==> config.mk <==
export PLATFORM = sky130hd
export DESIGN_NAME = alu_result_commit
export DESIGN_NICKNAME = d
export VERILOG_FILES = /design/src/rtl/alu_pkg.sv /design/src/rtl/cond_check.sv /design/src/rtl/alu_result_commit.sv
export SDC_FILE = /design/constraint.sdc
export NUM_CORES = 1
export LEC_CHECK = 0
export ABC_AREA = 1
export BUFFER_PORTS_ARGS = -buffer_cell sky130_fd_sc_hd__buf_4
export CORE_UTILIZATION = 56
export CTS_CLUSTER_DIAMETER = 100
export DETAILED_ROUTE_END_ITERATION = 8
export PLACE_DENSITY = 0.9
export SLEW_MARGIN = 20
export SYNTH_ARGS = -nofsm -noshare
export SYNTH_HDL_FRONTEND = slang
export SYNTH_SLANG_ARGS = --single-unit
==> constraint.sdc <==
create_clock -name clk -period 4 [get_ports clk]
set_clock_uncertainty 0.1 [all_clocks]
set_input_delay 0.8 -clock clk [delete_from_list [all_inputs] [get_ports clk]]
set_output_delay 0.8 -clock clk [all_outputs]
set_load 0.1 [all_outputs]
==> src/rtl/alu_pkg.sv <==
// ============================================================================
// alu_pkg: shared ALU interface constants (condition codes, NZCV bit indices)
// Rev 1.0
// ============================================================================
`default_nettype none

package alu_pkg;

  localparam int ALU_DATA_W = 32;
  localparam int ALU_REG_AW = 5;

  localparam int NZCV_N = 3;
  localparam int NZCV_Z = 2;
  localparam int NZCV_C = 1;
  localparam int NZCV_V = 0;

  typedef enum logic [3:0] {
    COND_EQ = 4'd0,
    COND_NE = 4'd1,
    COND_CS = 4'd2,
    COND_CC = 4'd3,
    COND_MI = 4'd4,
    COND_PL = 4'd5,
    COND_VS = 4'd6,
    COND_VC = 4'd7,
    COND_HI = 4'd8,
    COND_LS = 4'd9,
    COND_GE = 4'd10,
    COND_LT = 4'd11,
    COND_GT = 4'd12,
    COND_LE = 4'd13,
    COND_AL = 4'd14,
    COND_NV = 4'd15
  } cond_e;

endpackage

`default_nettype wire

==> src/rtl/cond_check.sv <==
// ============================================================================
// cond_check: combinational condition-code evaluation against NZCV flags
// Rev 1.0
// ============================================================================
`default_nettype none

module cond_check
  import alu_pkg::*;
(
  input  logic [3:0] cond,
  input  logic [3:0] nzcv,
  output logic       pass
);

  logic w_n, w_z, w_c, w_v;

  assign w_n = nzcv[NZCV_N];
  assign w_z = nzcv[NZCV_Z];
  assign w_c = nzcv[NZCV_C];
  assign w_v = nzcv[NZCV_V];

  always_comb begin
    pass = 1'b0;
    case (cond)
      COND_EQ: pass = w_z;
      COND_NE: pass = ~w_z;
      COND_CS: pass = w_c;
      COND_CC: pass = ~w_c;
      COND_MI: pass = w_n;
      COND_PL: pass = ~w_n;
      COND_VS: pass = w_v;
      COND_VC: pass = ~w_v;
      COND_HI: pass = w_c & ~w_z;
      COND_LS: pass = ~w_c | w_z;
      COND_GE: pass = (w_n == w_v);
      COND_LT: pass = (w_n != w_v);
      COND_GT: pass = ~w_z & (w_n == w_v);
      COND_LE: pass = w_z | (w_n != w_v);
      COND_AL: pass = 1'b1;
      default: pass = 1'b0;
    endcase
  end

endmodule

`default_nettype wire

==> src/rtl/alu_result_commit.sv <==
// ============================================================================
// alu_result_commit: conditional NZCV commit plus register writeback FIFO
// Rev 1.0
// ============================================================================
`default_nettype none

module alu_result_commit
  import alu_pkg::*;
#(
  parameter int DATA_W = ALU_DATA_W,
  parameter int REG_AW = ALU_REG_AW,
  parameter int DEPTH  = 4
) (
  input  logic                     clk,
  input  logic                     rst,
  input  logic                     in_valid,
  output logic                     in_ready,
  input  logic [DATA_W-1:0]        in_data,
  input  logic                     in_z,
  input  logic                     in_n,
  input  logic                     in_c,
  input  logic                     in_v,
  input  logic [REG_AW-1:0]        in_rd,
  input  logic                     in_set_flags,
  input  logic [3:0]               in_cond,
  output logic                     rf_we,
  input  logic                     rf_ready,
  output logic [REG_AW-1:0]        rf_addr,
  output logic [DATA_W-1:0]        rf_wdata,
  output logic [3:0]               nzcv,
  output logic [$clog2(DEPTH):0]   fifo_count,
  output logic [7:0]               drop_cnt
);

  localparam int PW = $clog2(DEPTH);
  localparam int CW = PW + 1;

  logic [REG_AW-1:0] r_mem_addr [DEPTH];
  logic [DATA_W-1:0] r_mem_data [DEPTH];
  logic [PW-1:0]     r_wr_ptr;
  logic [PW-1:0]     r_rd_ptr;
  logic [CW-1:0]     r_count;
  logic [3:0]        r_nzcv;
  logic [7:0]        r_drop;

  logic w_pass;
  logic w_accept;
  logic w_push;
  logic w_pop;

  cond_check u_cond_check (
    .cond (in_cond),
    .nzcv (r_nzcv),
    .pass (w_pass)
  );

  // Ready depends only on occupancy, so rf_ready never reaches in_ready.
  assign in_ready = (r_count != CW'(DEPTH));
  assign w_accept = in_valid & in_ready;
  assign w_push   = w_accept & w_pass & (in_rd != '0);
  assign rf_we    = (r_count != '0);
  assign w_pop    = rf_we & rf_ready;

  assign rf_addr    = r_mem_addr[r_rd_ptr];
  assign rf_wdata   = r_mem_data[r_rd_ptr];
  assign nzcv       = r_nzcv;
  assign fifo_count = r_count;
  assign drop_cnt   = r_drop;

  always_ff @(posedge clk or posedge rst) begin
    if (rst) begin
      r_wr_ptr <= '0;
      r_rd_ptr <= '0;
      r_count  <= '0;
      r_nzcv   <= '0;
      r_drop   <= '0;
    end else begin
      if (w_push) r_wr_ptr <= r_wr_ptr + PW'(1);
      if (w_pop)  r_rd_ptr <= r_rd_ptr + PW'(1);
      case ({w_push, w_pop})
        2'b10:   r_count <= r_count + CW'(1);
        2'b01:   r_count <= r_count - CW'(1);
        default: r_count <= r_count;
      endcase
      if (w_accept & w_pass & in_set_flags) r_nzcv <= {in_n, in_z, in_c, in_v};
      if (w_accept & ~w_pass & (r_drop != 8'hFF)) r_drop <= r_drop + 8'd1;
    end
  end

  // Storage carries no reset; validity is tracked solely by the count.
  always_ff @(posedge clk) begin
    if (w_push) begin
      r_mem_addr[r_wr_ptr] <= in_rd;
      r_mem_data[r_wr_ptr] <= in_data;
    end
  end

endmodule

`default_nettype wire

# After elaboration in Yosys (flattened, before gate mapping)
# Memories as Yosys holds them, arrays and structs flattened.
# Cells that the tools add are included.
[totals]
reg_bits = 19
ram_bits = 148
elab_cells = 56
mem_count = 2
[op_classes]
n_addsub = 5
n_eq_ne = 20
mux = 4
bitwise = 16
reduce_logical = 4
[memory_table]
columns = ["memory", "words", "width", "read_ports", "rd_clocked_by_memory_dff", "wr", "line_no", "rtl"]
rows = [
  ["r_mem_data", 4, 32, 1, 0, 1, "alu_result_commit.sv:39", "logic [DATA_W-1:0] r_mem_data [DEPTH];"],
  ["r_mem_addr", 4, 5, 1, 0, 1, "alu_result_commit.sv:38", "logic [REG_AW-1:0] r_mem_addr [DEPTH];"],
]
[op_table]
columns = ["cell", "n"]
rows = [
  ["$eq A4 B4 Y1 const B", 7],
  ["$eq A4 B3 Y1 const B", 4],
  ["$pmux W1 S15", 1],
  ["$and A1 B1 Y1", 9],
  ["$add A8 B1 Y8 const B", 1],
  ["$eq A4 B2 Y1 const B", 2],
  ["$ne A8 B8 Y1 const B", 1],
  ["$pmux W3 S2", 1],
  ["$not A1 Y1", 5],
  ["$reduce_bool A5 Y1", 1],
  ["$add A2 B1 Y2 const B", 2],
  ["$eq A4 B1 Y1 const B", 1],
  ["$logic_not A4 Y1", 1],
  ["$add A3 B1 Y3 const B", 1],
  ["$ne A3 B3 Y1 const B", 1],
  ["$reduce_bool A3 Y1", 1],
  ["$sub A3 B1 Y3 const B", 1],
  ["$eq A2 B1 Y1 const B", 1],
  ["$eq A2 B2 Y1 const B", 1],
  ["$mux W1", 2],
  ["$or A1 B1 Y1", 2],
  ["$reduce_bool A2 Y1", 1],
  ["$eq A1 B1 Y1", 1],
  ["$ne A1 B1 Y1", 1],
]

# Logic depth before layout (Yosys ltp)
# Gate-level depths: netlist (run 1).
[logic_depth]
ltp_word = 7
ltp_mapped = 16
ltp_nobuf = 16

# Modules after synthesis
# Synthesis (run 1) repeated with hierarchy kept, for this count alone.
[hier_totals]
cells_unflattened = 569
area_unflattened_um2 = 6881.6
[modules_own_cells]
columns = ["mod", "n_inst", "cells_per_inst", "area_each_um2"]
rows = [
  ["alu_result_commit", 1, 514, 6652.6],
  ["cond_check", 1, 55, 229.0],
]

# Least setup slack after synthesis (run 1)
# OpenSTA, ideal clock, no wires.
[synth_timing]
path_type = "register to register"
startpoint = "register r_count[1], in the netlist fifo_count[1]"
endpoint = "memory r_mem_addr[0][0] (netlist bit), enable pin"
setup_ps = 431
arrival_ps = 3964
path_slack_ps = -495
stages_incl_launch_ff = 7
path_buffers = 0
synth_period_minus_slack_ps = 4495
path_cell_list = "dfrtp_1 > inv_1 > nand3_1 > nand2_1 > clkinv_1 > nand3_4 > nor2_1"
[synth_between]
elab_chain_len = 6
[synth_lines]
columns = ["element", "line_no", "rtl"]
rows = [
  ["start, declared", "alu_result_commit.sv:42", "logic [CW-1:0] r_count;"],
  ["start signal, assigned", "alu_result_commit.sv:81", "2'b10: r_count <= r_count + CW'(1);"],
  ["start signal, assigned", "alu_result_commit.sv:82", "2'b01: r_count <= r_count - CW'(1);"],
  ["start signal, assigned", "alu_result_commit.sv:83", "default: r_count <= r_count;"],
  ["$ne A3 B3 Y1", "alu_result_commit.sv:58", "assign in_ready = (r_count != CW'(DEPTH));"],
  ["via in_ready", "alu_result_commit.sv:17", "output logic in_ready,"],
  ["$and A1 B1 Y1", "alu_result_commit.sv:59", "assign w_accept = in_valid & in_ready;"],
  ["$and A1 B1 Y1 (2 in series)", "alu_result_commit.sv:60", "assign w_push = w_accept & w_pass & (in_rd != '0);"],
  ["$mux W1", "alu_result_commit.sv:92", "if (w_push) begin"],
  ["$mux W1 (implied by the code)", "alu_result_commit.sv:93", "r_mem_addr[r_wr_ptr] <= in_rd;"],
  ["end, declared", "alu_result_commit.sv:38", ""],
]
# The timed path passes the listed nets, and every way through them passes these cells.

# Worst setup path after layout (run 1)
[layout_timing]
startpoint = "register r_rd_ptr[0]"
endpoint = "output rf_wdata[31]"
[layout_between]
elab_chain_len = 1
[layout_lines]
columns = ["element", "line_no", "rtl"]
rows = [
  ["start, declared", "alu_result_commit.sv:41", "logic [PW-1:0] r_rd_ptr;"],
  ["start signal, assigned", "alu_result_commit.sv:79", "if (w_pop) r_rd_ptr <= r_rd_ptr + PW'(1);"],
  ["$mem_v2 Z4 W32", "-", ""],
  ["end, declared", "alu_result_commit.sv:29", "output logic [DATA_W-1:0] rf_wdata,"],
]
# No other way between the ends.

==> metrics.md, run 1 <==
| Metric | Value |
|---|---|
| Crit path DAT | 2.47 ns |
| Synth top cells by count | edfxtp_1 (148), nor2_1 (97), o21ai_0 (76) |
| Post_cts resized | 0 |
| Total Wirelength | 14.8 mm |
| Die Y | 112 µm |
| Vias in the first global route | 4,715 |
| Port bufs | 103 |
| # DRC | 6 |
| Yosys Warn Count | 0 |
| Setup violators final | 0 |
| Seq/Total Area, Yosys | 72.2% |
| Synth top area share | 65.2% |
| Initial antenna violation count | 0 |
| Average routed wire per standard cell | 18.0 µm |
| CP required | 3.10 ns |
| Slew Viols, Final | 0 |
| Vias/cell | 5.79 |
| Layout Area Growth over Synthesis | 22.3% |
| Max Cap Viol | 0 |
| Mapped Nets | 613 |
| Async SR Flop Fraction | 11.4% |
| Total track usage | 24.5% |
| Worst-margin pin slew | 0.842 ns |
| Setup crit start kind | flop |
| Largest net degree at the start of global routing | 76 |
| HP Class | in2async |
| Site Rows | 39 |
| Crit Path Max Fanout | 51 |
| Hold buffer count at cts | 0 |
| Outcome | complete, but fails checks |
| Placed cells | 789 |
| First-pass DRT Iterations | 9 |
| Failing checks | design-rule violations |
| CTS Buffer Depth | 2 |
| Most common cell in the netlist | edfxtp_1 |
| GR Overflow Total | 0 |
| Final hold viol count | 0 |
| RSZ-0062 raised after global routing | no |
| Initial core utilization | 58.4% |
| Non-Filler Instances | 821 |
| CTS buffer count | 17 |
| Routed vias | 4,751 |
| Worst-skew pair later-pin latency | 0.42 ns |
| Clock slew at reported path FFs | 0.06 ns |
| Final period util | 84.2% |
| CTS tree | done |
| Synthesized area per cell | 12.3 µm² |
| Normalized max-slew margin | 43.8% |
| Synthesized instance count | 556 |
| Post-synth EDFFs | 148 |
| Core Area | 11,700 µm² |
| Die W | 112 µm |
| # diodes | 0 |
| Layout cells sized above 1 | 23.5% |
| Final #Nets | 722 |
| H-tree depth | 4 |
| CP Capture Type | output pin |
| First-pass GRT wire length | 23.1 mm |
| Setup Fix Bufs, Post-CTS | 0 |
| Root buffer cell | clkbuf_16 |
| Synthesized area | 6820 µm² |
| Fmax | 297 MHz |
| Post-Place Setup Slack | 0.786 ns |
| Gpl congestion | 0.985 |
| DR iter-0 viols | 507 |
| Synth Register Bits | 167 |
| Total clock sinks | 167 |
| Synth area leader | edfxtp_1 |
| Final antenna-violating net count | 0 |
| Yosys cell types | 27 |
| Post-DP HPWL | 9.28 mm |
| # IOs | 104 |
| Die area | 12,600 µm² |
| Final Critical Period | 3.37 ns |
| Setup Crit Path Kind | reg2out |
| Final Worst Setup Slack | 0.632 ns |
| Main area contributors after synthesis | edfxtp_1 (65%), dfrtp_1 (7.0%), o21ai_0 (5.6%) |
| Predominant post-synthesis flop cell | edfxtp_1 |
[area by class of cell]
| cell class | count | area (µm²) |
|---|---|---|
| fill | 760 | 3330 |
| inverter | 32 | 120 |
| sequential | 167 | 4920 |
| clock inverter | 9 | 50.0 |
| clock buffer | 23 | 493 |
| multi-input combinational | 332 | 1710 |
| tap | 143 | 179 |
| timing repair buffer | 115 | 863 |
[cell usage in the layout, fill, tap and decap left out, types with 2 or more instances in the layout]
cell,count
ha_1,6
inv_1,30
clkinv_2,7
nor2_1,93
buf_4,115
nand2_1,61
clkbuf_1,2
o22ai_1,37
nand3_4,2
xnor2_1,3
dfrtp_1,18
nor3_1,2
clkbuf_16,18
a21oi_1,2
xor2_1,6
nand4_1,13
o21ai_0,76
edfxtp_1,148
nor2_4,5
clkbuf_8,2
nand3_1,18
[flip-flops by register name, indices dropped and copies added, names as in the netlist]
signal / flops
r_mem_addr: 20
r_mem_data: 128
r_wr_ptr: 2
nzcv: 4
fifo_count: 3
drop_cnt: 8
r_rd_ptr: 2
[cells by family (layout without fill, tap and decap cells)]
| kind of cell | after synthesis | in the layout | share of synthesized area (%) |
|---|---|---|---|
| and+or+nand+nor | 198 | 198 | 12.6 |
| AOI/OAI and AO/OA | 118 | 118 | 9.49 |
| buffers and inverters | 57 | 179 | 3.21 |
| adders and majority gates | 7 | 7 | 1.39 |
| DFF | 167 | 167 | 72.2 |
| xor gates and xnor gates | 9 | 9 | 1.16 |
[per-stage QoR]
step                cell area (µm²)  util [%]  hold WS [ns]  setup TNS [ns]
floorplan                      6820         -         0.392          -73.30
global placement               7790      66.8         0.386               0
detailed placement             7790      66.8         0.401               0
CTS                            8330      71.5         0.425               0
global route                   8330      71.5         0.458               0
finish                         8330      71.5         0.412               0
[critical path, stage by stage, from the launching register on]
cell and delay, ns:
dfrtp_2 0.41, inv_2 0.61, buf_4 0.32, o21ai_0 0.10
o22ai_1 0.24, buf_4 0.35
[per-layer routing]
layer | wire length (µm) | part of all wire (%) | track usage [%] | vias up
met5 | 0 | 0 | 0 | -
met4 | 287 | 1.9 | 8.98 | 0
met3 | 1070 | 7.2 | 5.67 | 29
met2 | 7540 | 51 | 42.7 | 213
met1 | 5850 | 40 | 29.9 | 2298
li1 | - | - | - | 2211
[worst paths after layout]
check,from,endpoint,slack [ns],cells after the start
worst max register to register,fifo_count[1]$_DFFE_PP0P_,fifo_count[2]$_DFFE_PP0P_,1.15,11
worst max-delay path,r_rd_ptr[0]$_DFFE_PP0P_,rf_wdata[31],0.63,5
worst min register to register,fifo_count[0]$_DFFE_PP0P_,fifo_count[0]$_DFFE_PP0P_,0.42,1
max in group asynchronous,rst,r_rd_ptr[0]$_DFFE_PP0P_,2.88,2
worst min-delay path,rst,nzcv[2]$_DFFE_PP0P_,0.41,2
min in group clk,fifo_count[0]$_DFFE_PP0P_,fifo_count[0]$_DFFE_PP0P_,0.42,1
Power of run 1 is left out: the tool's default activity adds up to more than one toggle a clock period on the data nets, which glitch-free logic cannot reach.
==> run 2, diff against run 1 <==
CORE_UTILIZATION = 51   (was 56)
PLACE_DENSITY = 0.87   (was 0.9)
clock period = 2.9 ns   (was 4 ns; I/O delays follow)
==> run 2 against run 1 <==
Against the previous run: the flow now finishes without violations; worst hold slack got worse by 0.20 ns; setup slack got worse by 0.39 ns; die area rose by 9.6%; critical path depth fell by 1; via count rose by 2.1%; first-iteration DRC count rose by 17%; flip-flop and latch count did not move; wire length rose by 4.9%.
==> metrics.md, run 2 (synthesis results as in run 1) <==
| Metric | Value |
|---|---|
| Routed vias | 4,849 |
| Final #Nets | 727 |
| Vias in the first global route | 4,805 |
| Critical path's slowest cell | buf_4 |
| Total Wirelength | 15.5 mm |
| CTS Buffer Depth | 2 |
| Register Area | 4930 µm² |
| Commonest cells after routing, fill and taps aside | edfxtp_1 (148), buf_4 (118), nor2_1 (93) |
| Final antenna-violating net count | 0 |
| Average routed wire per standard cell | 18.1 µm |
| # diodes | 0 |
| Setup violators final | 0 |
| Top reg by flops | r_mem_data |
| Max Cap Viol | 0 |
| Most frequent CP cell | buf_4 |
| Root buffer cell | clkbuf_16 |
| Met1 usage in global routing | 28.2% |
| GR met3 Demand/Resource | 5.96% |
| Grt met2 use | 38.0% |
| Setup Crit Path Kind | reg2out |
| Die Y | 118 µm |
| Setup Fix Bufs, Post-CTS | 0 |
| Worst-skew pair later-pin latency | 0.42 ns |
| Total clock sinks | 167 |
| HP Class | in2async |
| Clock slew at reported path FFs | 0.06 ns |
| Crit path DAT | 1.98 ns |
| Die area | 13,800 µm² |
| Global routing's busiest layer | met2 |
| Largest net degree at the start of global routing | 49 |
| First-pass GRT wire length | 24.3 mm |
| Setup crit start kind | flop |
| Core Area | 12,800 µm² |
| Area occupied by multi-input gates | 1960 µm² |
| Hold buffer count at cts | 0 |
| Fmax | 376 MHz |
| CP Capture Type | output pin |
| CTS buffer count | 17 |
| H-tree depth | 4 |
| CTS tree | done |
| Outcome | completed |
| Hold Slack | 0.211 ns |
| Max reg flops | 128 |
| Post-DP HPWL | 9.76 mm |
| Vias/cell | 5.67 |
| Fillers | 913 |
| CP required | 2.22 ns |
| Most common library cell in the layout ignoring fill and taps | edfxtp_1 |
| Final Critical Period | 2.66 ns |
| Slowest Stage Delay on Critical Path | 0.41 ns |
| Site Rows | 41 |
| Crit Path Max Fanout | 48 |
| Initial core utilization | 53.2% |
| Layout Area Growth over Synthesis | 27.6% |
| Port bufs | 103 |
| First-pass DRT Iterations | 6 |
| Initial antenna violation count | 0 |
| Slew Viols, Final | 0 |
| Layout cells sized above 1 | 29.9% |
| Setup_tns | 0 ns |
| Final Worst Setup Slack | 0.244 ns |
| Gpl congestion | 0.955 |
| Post_cts resized | 0 |
| Post-Place Setup Slack | 0.0313 ns |
| Final hold viol count | 0 |
| Worst-margin pin slew | 0.784 ns |
| Total track usage | 23.0% |
| RSZ-0062 raised after global routing | no |
| Normalized max-slew margin | 47.7% |
| Final period util | 91.6% |
| # DRC | 0 |
| Worst-path cell chain | buf_4 -> o21ai_0 -> o22ai_2 -> buf_4 |
| DR iter-0 viols | 591 |
| # IOs | 104 |
| GR Overflow Total | 0 |
| Die W | 118 µm |
-- run 2: cell types whose count changed in the layout (fill, tap and decap cells not counted), sizes merged --
cell / change
buf: +5
clkbuf: -4
bufinv: +2
clkinvlp: +2
clkinv: +1
inv: -1
-- run 2: layer usage --
layer  wire, µm  vias to the layer above
li1           -                     2221
met5          0                        -
met1       6220                     2370
met3        991                       45
met4        458                        0
met2       7800                      213
-- run 2: critical path: cells and delay by family (launching register included) --
family          cells  cell delay, ns
buf+inv             2            0.74
compound gates      2            0.42
flops               1            0.37
-- run 2: worst paths after layout --
kind,start,end,slack [ns],cells past startpoint
setup / recovery,r_rd_ptr[0]$_DFFE_PP0P_,rf_wdata[8],0.24,4
hold / removal,rst,drop_cnt[4]$_DFFE_PP0P_,0.21,2
setup reg to reg,nzcv[3]$_DFFE_PP0P_,fifo_count[2]$_DFFE_PP0P_,0.28,13
hold reg to reg,fifo_count[0]$_DFFE_PP0P_,fifo_count[0]$_DFFE_PP0P_,0.43,1
max in group asynchronous,rst,fifo_count[1]$_DFFE_PP0P_,1.91,2
min in group clk,in_data[22],r_mem_data[0][22]$_DFFE_PP_,0.26,1
-- run 2: layout make-up --
cell class,instances,area share (%)
clock inverters,13,1.29
inverters,32,1.40
flip-flops and latches,167,56.7
repair buffers,120,10.6
well taps,172,2.47
multi-input cells,332,22.5
clock buffers,19,4.98
-- run 2: through the flow --
stage               cells  utilization, %  instance area (µm²)
detailed placement    823            63.6                 8150
CTS                   855            67.8                 8700
global placement      823            63.6                 8150
global route          855            67.8                 8700
finish                855            67.8                 8700
floorplan             556               -                 7110
Power of run 2 is left out for the same reason.
